[src/rtl/fragment_video_framer.sv]
// Re-frames the flat rendered-fragment stream into AXI4-Stream video (tuser = SOF, tlast = EOL)
// through a small FIFO, flagging frames that are shorter or longer than the configured size.
module fragment_video_framer #(
   parameter int unsigned DATA_W     = 32,
   parameter int unsigned DIM_W      = 16,
   parameter int unsigned FIFO_DEPTH = 16
) (
   input  logic              aclk,
   input  logic              resetn,
   input  logic [DIM_W-1:0]  cfg_width,
   input  logic [DIM_W-1:0]  cfg_height,
   input  logic              cfg_valid,
   output logic              cfg_ready,
   input  logic [DATA_W-1:0] s_axis_tdata,
   input  logic              s_axis_tvalid,
   output logic              s_axis_tready,
   input  logic              s_axis_tlast,
   output logic [DATA_W-1:0] m_axis_tdata,
   output logic              m_axis_tvalid,
   input  logic              m_axis_tready,
   output logic              m_axis_tlast,
   output logic              m_axis_tuser,
   output logic              frame_done,
   output logic              err_short,
   output logic              err_long,
   output logic              busy
);

   localparam int unsigned AW = $clog2(FIFO_DEPTH);
   localparam int unsigned EW = DATA_W + 3;

   typedef enum logic [1:0] {StIdle, StStream, StDrain} state_e;

   state_e            state_q, state_d;
   logic [DIM_W-1:0]  width_q, width_d, height_q, height_d;
   logic [DIM_W-1:0]  x_q, x_d, y_q, y_d;
   logic              err_short_q, err_short_d, err_long_q, err_long_d;
   logic              frame_done_q;

   logic [EW-1:0]     mem_q [FIFO_DEPTH];
   logic [AW:0]       wr_ptr_q, rd_ptr_q;
   logic              fifo_full, fifo_empty, push, pop;
   logic [EW-1:0]     push_entry, head;

   logic              last_x, last_y, at_final, sof, eol, eof;

   assign fifo_empty = (wr_ptr_q == rd_ptr_q);
   assign fifo_full  = (wr_ptr_q[AW] != rd_ptr_q[AW]) &&
                       (wr_ptr_q[AW-1:0] == rd_ptr_q[AW-1:0]);

   assign last_x   = (x_q == width_q - DIM_W'(1));
   assign last_y   = (y_q == height_q - DIM_W'(1));
   assign at_final = last_x && last_y;
   assign sof      = (x_q == '0) && (y_q == '0);
   // An early tlast closes the partial line as well as the frame.
   assign eol      = last_x || s_axis_tlast;
   assign eof      = at_final || s_axis_tlast;

   assign push_entry = {eof, sof, eol, s_axis_tdata};

   always_comb begin
      state_d       = state_q;
      width_d       = width_q;
      height_d      = height_q;
      x_d           = x_q;
      y_d           = y_q;
      err_short_d   = err_short_q;
      err_long_d    = err_long_q;
      s_axis_tready = 1'b0;
      push          = 1'b0;
      unique case (state_q)
         StIdle: begin
            if (cfg_valid) begin
               if ((cfg_width != '0) && (cfg_height != '0)) begin
                  width_d     = cfg_width;
                  height_d    = cfg_height;
                  x_d         = '0;
                  y_d         = '0;
                  err_short_d = 1'b0;
                  err_long_d  = 1'b0;
                  state_d     = StStream;
               end else begin
                  err_short_d = 1'b1;
               end
            end
         end
         StStream: begin
            s_axis_tready = !fifo_full;
            if (s_axis_tvalid && !fifo_full) begin
               push = 1'b1;
               if (s_axis_tlast) begin
                  state_d = StIdle;
                  if (!at_final) err_short_d = 1'b1;
               end else if (at_final) begin
                  err_long_d = 1'b1;
                  state_d    = StDrain;
               end else if (last_x) begin
                  x_d = '0;
                  y_d = y_q + DIM_W'(1);
               end else begin
                  x_d = x_q + DIM_W'(1);
               end
            end
         end
         StDrain: begin
            s_axis_tready = 1'b1;
            if (s_axis_tvalid && s_axis_tlast) state_d = StIdle;
         end
         default: state_d = StIdle;
      endcase
   end

   always_ff @(posedge aclk or negedge resetn) begin
      if (!resetn) begin
         state_q     <= StIdle;
         width_q     <= '0;
         height_q    <= '0;
         x_q         <= '0;
         y_q         <= '0;
         err_short_q <= 1'b0;
         err_long_q  <= 1'b0;
      end else begin
         state_q     <= state_d;
         width_q     <= width_d;
         height_q    <= height_d;
         x_q         <= x_d;
         y_q         <= y_d;
         err_short_q <= err_short_d;
         err_long_q  <= err_long_d;
      end
   end

   assign head = mem_q[rd_ptr_q[AW-1:0]];
   assign pop  = !fifo_empty && m_axis_tready;

   always_ff @(posedge aclk or negedge resetn) begin
      if (!resetn) begin
         wr_ptr_q     <= '0;
         rd_ptr_q     <= '0;
         frame_done_q <= 1'b0;
      end else begin
         if (push) wr_ptr_q <= wr_ptr_q + (AW+1)'(1);
         if (pop)  rd_ptr_q <= rd_ptr_q + (AW+1)'(1);
         frame_done_q <= pop && head[DATA_W+2];
      end
   end

   // Storage needs no reset: nothing is visible until the pointers say so.
   always_ff @(posedge aclk) begin
      if (push) mem_q[wr_ptr_q[AW-1:0]] <= push_entry;
   end

   assign m_axis_tvalid = !fifo_empty;
   assign m_axis_tdata  = fifo_empty ? '0 : head[DATA_W-1:0];
   assign m_axis_tlast  = !fifo_empty && head[DATA_W];
   assign m_axis_tuser  = !fifo_empty && head[DATA_W+1];
   assign frame_done    = frame_done_q;
   assign err_short     = err_short_q;
   assign err_long      = err_long_q;
   assign cfg_ready     = (state_q == StIdle);
   assign busy          = (state_q != StIdle) || !fifo_empty;

endmodule

[config.mk]
export PLATFORM = sky130hd
export DESIGN_NAME = fragment_video_framer
export DESIGN_NICKNAME = d
export VERILOG_FILES = /design/src/rtl/fragment_video_framer.sv
export SDC_FILE = /design/constraint.sdc
export NUM_CORES = 1
export LEC_CHECK = 0
export BUFFER_PORTS_ARGS = -buffer_cell sky130_fd_sc_hd__buf_2
export CORE_MARGIN = 10
export CORE_UTILIZATION = 51
export CTS_BUF_LIST = sky130_fd_sc_hd__clkbuf_2 sky130_fd_sc_hd__clkbuf_4 sky130_fd_sc_hd__clkbuf_8
export DETAILED_ROUTE_END_ITERATION = 8
export GPL_TIMING_DRIVEN = 0
export PLACE_DENSITY_LB_ADDON = 0.05
export SETUP_SLACK_MARGIN = 0.05
export SYNTH_ARGS = -nofsm -noshare
export SYNTH_HDL_FRONTEND = slang
export SYNTH_SLANG_ARGS = --single-unit
[constraint.sdc]
create_clock -name aclk -period 6 [get_ports aclk]
set_input_delay 1.2 -clock aclk [delete_from_list [all_inputs] [get_ports aclk]]
set_output_delay 1.2 -clock aclk [all_outputs]
set_load 0.01 [all_outputs]
==> results of run 1 <==
## where the power goes
part	internal, mW	switching [mW]	total [mW]
clock	2.00	1.73	3.73
sequential	5.29	0.243	5.53
combinational	2.16	2.53	4.69
total	9.45	4.50	14.0
## cell usage after synthesis, drive strengths merged, types with 9 or more instances
cell type | n | share of area
a21oi | 40 | 0.0075
and2 | 23 | 0.0054
and3 | 13 | 0.0031
buf | 26 | 0.0043
clkbuf | 55 | 0.0078
dfrtp | 79 | 0.074
edfxtp | 560 | 0.63
ha | 14 | 0.0066
inv | 20 | 0.0028
mux2 | 33 | 0.014
mux4 | 175 | 0.15
nand2 | 36 | 0.0051
nand3 | 21 | 0.0040
nand4 | 24 | 0.0057
nor2 | 24 | 0.0035
nor2b | 38 | 0.0090
nor3 | 17 | 0.0032
nor4 | 22 | 0.0054
o21ai | 37 | 0.0071
or3 | 21 | 0.0049
or4 | 12 | 0.0034
xnor2 | 40 | 0.013
xor2 | 9 | 0.0030
## critical path: stages (launching register included)
cell and delay [ps]:
dfrtp_1 340, clkbuf_1 590, clkbuf_1 530, buf_1 790, mux4_2 600, mux4_2 460, nor2b_1 210, buf_2 220
## cells by family (layout without fill, tap and decap cells)
| group | after synthesis | after routing |
|---|---|---|
| simple gates | 272 | 272 |
| flops | 639 | 639 |
| buf+inv | 101 | 420 |
| xor+xnor | 49 | 49 |
| other cells | 0 | 2 |
| fa+ha+maj | 14 | 14 |
| mux | 215 | 215 |
| compound gates | 127 | 127 |
## worst max-delay path by stage
stage / from / end / slack (ps)
after floorplan: rd_ptr_q[0]$_DFFE_PN0P_ / m_axis_tdata[0] / 2180
after global placement: rd_ptr_q[0]$_DFFE_PN0P_ / m_axis_tdata[14] / 880
after detailed placement: rd_ptr_q[0]$_DFFE_PN0P_ / m_axis_tdata[19] / 930
after CTS: rd_ptr_q[0]$_DFFE_PN0P_ / m_axis_tdata[14] / 150
after global routing: rd_ptr_q[0]$_DFFE_PN0P_ / m_axis_tdata[19] / 70
final: rd_ptr_q[0]$_DFFE_PN0P_ / m_axis_tdata[19] / 370
## stage by stage
step | total power, mW | cells
6_report | 13.95 | 2418
3_5_place_dp | 10.39 | 2224
2_1_floorplan | 8.727 | 1417
3_3_place_gp | 10.29 | 2207
4_1_cts | 14.14 | 2416
5_1_grt | 14.67 | 2416
## cell type report
type	count	area, µm²	share of cell area
sequential	639	18790	0.6176
antenna	2	5.005	0.0001645
multi-input combinational	677	7377	0.2424
tap	680	850.8	0.02796
clock buffer	147	1817	0.05970
inverter	20	75.07	0.002467
clock inverter	45	255.2	0.008388
buffer	81	326.6	0.01073
timing repair buffer	127	930.9	0.03059
## per-layer routing
metal  global-route usage  up-vias  wire [µm]
li1                     -     6281          -
met1               0.2843     7561      26800
met2               0.3403      474      31300
met3              0.04477      125       3848
met4              0.07753        8       1992
met5                    0        -         58
## registers in the layout (all words and copies together), names as in the netlist
signal / cells
state_q: 2
frame_done: 1
rd_ptr_q: 5
mem_q: 560
err_short: 1
width_q: 16
y_q: 16
wr_ptr_q: 5
x_q: 16
err_long: 1
height_q: 16
==> run_results.csv, run 1 <==
group,metric,value,unit
status,status,"complete, no violations",
global_routing,antenna_found_initial,5,
place,dp_hpwl,38.96,mm
synth,synth.avg_cell_area,18.73,µm²
timing,setup_violations,0,
route,drc,0,
timing,relSlewSlack,0.1254,
floorplan,die_w,248.1,µm
route,vias,14450,
timing,layout_min_cycle_time,5634,ps
clock_tree,cts-root-buf,"clkbuf_8",
pwr,p_per_area,458.4,nW/µm²
worst_setup_path,r2r-start,"height_q[0]$_DFFE_PN0P_",
route,finalWirelength,64.00,mm
timing,grt_setup_unrepaired,"no",
timing,finalMaxSlewViolations,0,
worst_hold_path,holdCritPathClass,"in -> async",
synth,ys_seq_area_frac,0.7081,
timing,worst_pin_slew,1312,ps
synth,synth_edf_count,560,
place,gp_congestion,0.8800,
finish,nFillCells,3893,
synth,syn_inst,1417,
clock_tree,cts_buffers,105,
clock_tree,insertion_delay,710,ps
worst_setup_path,reg2reg_depth,13,
pwr,peakVddDrop,271.1,µV
clock_tree,path_clk_slew,60,ps
pwr,p_leak,10.12,nW
finish,areaGrowthSynthToFinish,14.65,%
timing,worst_hold_slack,361.0,ps
worst_setup_path,critPathKind,"reg -> out",
clock_tree,cts_buffer_depth,3,
synth,synthArstFlopShare,0.1236,
synth,syn-num-nets,1501,
floorplan,io_pins,111,
place,place_area,28350,µm²
synth,synthXorXnorAreaFrac,0.01617,
synth,synth-compound-area-share,0.02956,
worst_setup_path,cp.required,4800,ps
route,viasPerCell,5.976,
global_routing,grt_usage,0.2121,
timing,min_period_over_period,0.9390,
worst_setup_path,arrival,4430,ps
clock_tree,cts_setup_buffers,0,
worst_setup_path,crit_path_end_kind,"output port",
finish,final_cell_mix,"edfxtp_1 (560), mux4_2 (175), buf_2 (114), clkbuf_8 (114), dfrtp_1 (79)",
global_routing,grt_pass1_wl,95.88,mm
floorplan,start_util,0.5163,
flow_run,max_cap_violations,0,
route,ant_nets,0,
global_routing,grt_pass1_vias,15200,
route,drt-wirelength-per-cell,26.47,µm
synth,ys_types,65,
finish,fin_util,0.5920,
timing,finalSetupTns,0,ps
worst_setup_path,cp_max_fo,10,
finish,finalInstanceArea,30430,µm²
synth,synth_top_family_by_area,"multiplexers",
worst_setup_path,rr_endpoint,"mem_q[3][34]$_DFFE_PP_",
synth,yosysWarningCount,0,
clock_tree,postCtsResizedCells,0,
clock_tree,postCtsHoldBufs,0,
timing,skew,40.72,ps
floorplan,core,51410,µm²
synth,ys_ff_latch,639,
synth,syn_area,26540,µm²
synth,synth_simple_gate_area_frac,0.05954,
synth,synth_ff_type,"edfxtp_1",
place,portBuffers,110,
route,drt-initial-drc-count,1187,
timing,timing.final.ws_setup,365.8,ps
synth,synthMuxAreaShare,0.1651,
place,pre_cts_ws,928.1,ps
global_routing,grt_max_degree,67,
timing,max_freq,177.5,MHz
finish,final_common_cell,"edfxtp_1",
worst_setup_path,r2r_slack,1200,ps
worst_setup_path,crit_path_start_kind,"flip-flop",
finish,layout-drive-gt1-share,0.3116,
timing,hold_viol,0,
clock_tree,cts.sinks,639,
finish,nets,1735,
floorplan,die_y,248.1,µm
global_routing,grt_overflow,0,
floorplan,rows,83,
synth,synthAdderAreaFrac,0.006600,
clock_tree,cts_htree_levels,3,
clock_tree,cts_tree,"built",
floorplan,dieArea,61570,µm²
route,drtPass1Iterations,5,
Note: power is estimated with default switching activity, not from simulation.
==> inputs of run 2 (changes only) <==
--- a/config.mk
+++ b/config.mk
@@ -7,7 +7,7 @@
 export LEC_CHECK = 0
 export BUFFER_PORTS_ARGS = -buffer_cell sky130_fd_sc_hd__buf_2
 export CORE_MARGIN = 10
-export CORE_UTILIZATION = 51
+export CORE_UTILIZATION = 40
 export CTS_BUF_LIST = sky130_fd_sc_hd__clkbuf_2 sky130_fd_sc_hd__clkbuf_4 sky130_fd_sc_hd__clkbuf_8
 export DETAILED_ROUTE_END_ITERATION = 8
 export GPL_TIMING_DRIVEN = 0
==> run 2 against run 1 <==
- clock skew decreased by 1.7 ps
- worst hold slack improved by 14 ps
- non-clock buffer count unchanged
- clock power rose by 5.4%
- setup slack got worse by 46 ps
- register-to-register slack better by 140 ps
- sequential share of layout area fell by 0.72 points
- highest routed layer unchanged
- core utilization decreased by 12 points
- sequential power hardly changed
- first-iteration DRC count decreased by 7.4%
- total power increased by 1.9%
==> run_results.csv, run 2 (synthesis results as in run 1) <==
group,metric,value,unit
status,status,"complete, no violations",
place,dp_hpwl,41.36,mm
route,drtPass1Iterations,6,
route,finalWirelength,67.88,mm
pwr,p_leak,10.18,nW
worst_hold_path,holdCritPathClass,"in -> async",
finish,finalInstanceArea,30790,µm²
timing,finalMaxSlewViolations,0,
pwr,sequentialPowerShare,0.389,
global_routing,grt_pass1_wl,101.4,mm
clock_tree,cts_setup_buffers,0,
global_routing,antenna_found_initial,5,
finish,largest_reg_flops,560,
timing,worst_pin_slew,1334,ps
clock_tree,cts.sinks,639,
floorplan,start_util,0.4037,
pwr,power.switching,4.632,mW
place,gp_congestion,0.8569,
timing,layout_min_cycle_time,5680,ps
route,drt-wirelength-per-cell,25.95,µm
route,drc,0,
route,ant_nets,0,
pwr,combinationalPowerShare,0.335,
worst_setup_path,startpoint,"rd_ptr_q[0]$_DFFE_PN0P_",
finish,layout-drive-gt1-share,0.3183,
timing,hold_viol,0,
clock_tree,path_clk_slew,60,ps
clock_tree,cts_buffers,110,
timing,finalSetupTns,0,ps
timing,skew,39.03,ps
finish,multi_input_area,7377,µm²
place,place_area,28560,µm²
worst_setup_path,reg2reg_depth,13,
pwr,power,14.22,mW
pwr,peakVddDrop,209.2,µV
worst_setup_path,r2r_slack,1340,ps
clock_tree,postCtsHoldBufs,0,
worst_setup_path,r2r-start,"height_q[0]$_DFFE_PN0P_",
route,viasPerCell,5.447,
clock_tree,cts_tree,"built",
floorplan,die_w,277.6,µm
timing,setup_violations,0,
pwr,p_sw_frac,0.3258,
global_routing,grt_usage,0.1767,
timing,timing.final.ws_setup,320.1,ps
pwr,p_int,9.588,mW
clock_tree,cts_htree_levels,3,
finish,nFillCells,5687,
timing,relSlewSlack,0.1077,
finish,fin_util,0.4683,
flow_run,max_cap_violations,0,
worst_setup_path,crit_path_end_kind,"output port",
finish,seq_area,18790,µm²
route,vias,14250,
finish,final_cell_mix,"edfxtp_1 (560), mux4_2 (175), clkbuf_8 (116)",
finish,final_common_cell,"edfxtp_1",
floorplan,dieArea,77060,µm²
finish,areaGrowthSynthToFinish,16.00,%
place,portBuffers,110,
floorplan,io_pins,111,
worst_setup_path,arrival,4480,ps
place,pre_cts_ws,835.5,ps
worst_setup_path,crit_path_start_kind,"flip-flop",
pwr,clkPwrFrac,0.276,
timing,min_period_over_period,0.9466,
timing,grt_setup_unrepaired,"yes",
worst_setup_path,cp_max_fo,10,
worst_setup_path,critPathKind,"reg -> out",
route,drt-initial-drc-count,1099,
clock_tree,insertion_delay,720,ps
floorplan,die_y,277.6,µm
pwr,p_per_area,461.9,nW/µm²
floorplan,rows,94,
timing,max_freq,176.1,MHz
clock_tree,cts_buffer_depth,3,
global_routing,grt_pass1_vias,15260,
worst_setup_path,rr_endpoint,"mem_q[3][34]$_DFFE_PP_",
worst_setup_path,cp.required,4800,ps
finish,nets,1740,
clock_tree,cts-root-buf,"clkbuf_8",
global_routing,grt_max_degree,64,
floorplan,core,65750,µm²
global_routing,grt_overflow,0,
-- run 2: cell count changes in the layout (fill, tap and decap cells not counted), moves of 2 or more --
cell        before  now
buf_1           14   11
buf_16           5    2
clkbuf_2         4    6
inv_6            2    0
buf_12          12   15
clkinvlp_4       1    3
clkbuf_8       114  116
clkbuf_4        33   40
-- run 2: worst max path at each step --
stage | end | slack [ps] | cells after the start
finish | m_axis_tdata[30] | 320 | 7
global route | m_axis_tdata[30] | 30 | 7
CTS | m_axis_tdata[31] | 50 | 7
detailed placement | m_axis_tdata[19] | 840 | 7
global placement | m_axis_tdata[19] | 860 | 7
floorplan | m_axis_tdata[0] | 2180 | 6
-- run 2: timing repair --
item,CTS,global route
endpoints found under the hold margin,0,0
endpoints found under the setup margin,1,31
resized for setup,2,12
-- run 2: metal layers --
metal / vias to the layer above / part of all wire / wire [µm] / GRT usage
met1: 7483 / 0.43 / 29060 / 0.2304
met2: 368 / 0.50 / 34140 / 0.2978
met3: 106 / 0.047 / 3205 / 0.03240
li1: 6289 / - / - / -
met5: - / 0.00035 / 24 / 0
met4: 4 / 0.021 / 1454 / 0.05115
-- run 2: power groups by stage --
stage / registers, mW / logic, mW / clock network [mW]
final: 5.54 / 4.76 / 3.93
after detailed placement: 5.63 / 4.88 / 0
after global placement: 5.64 / 4.79 / 0
after CTS: 5.54 / 4.90 / 4.04
after global routing: 5.58 / 5.20 / 4.25
after floorplan: 5.55 / 3.18 / 0
-- run 2: cell type report --
cell class / count / share of cell area
multi-input cells: 677 / 0.2396
inverters: 20 / 0.002438
clock inverters: 50 / 0.01024
repair buffers: 127 / 0.02950
plain buffers: 81 / 0.01093
clock buffers: 156 / 0.06161
well taps: 864 / 0.03511
flip-flops and latches: 639 / 0.6104
diodes: 2 / 0.0001626
-- run 2: critical path, cell delays in order, from the launching register on --
cell	delay [ps]
dfrtp_1	350
clkbuf_1	520
clkbuf_1	600
buf_1	790
mux4_2	620
mux4_2	490
nor2b_1	200
buf_2	210
-- run 2: through the flow --
stage	instances	hold slack (ps)
floorplan	1417	496.0
global placement	2391	491.0
detailed placement	2408	499.4
CTS	2614	311.8
global route	2616	327.7
finish	2616	375.4
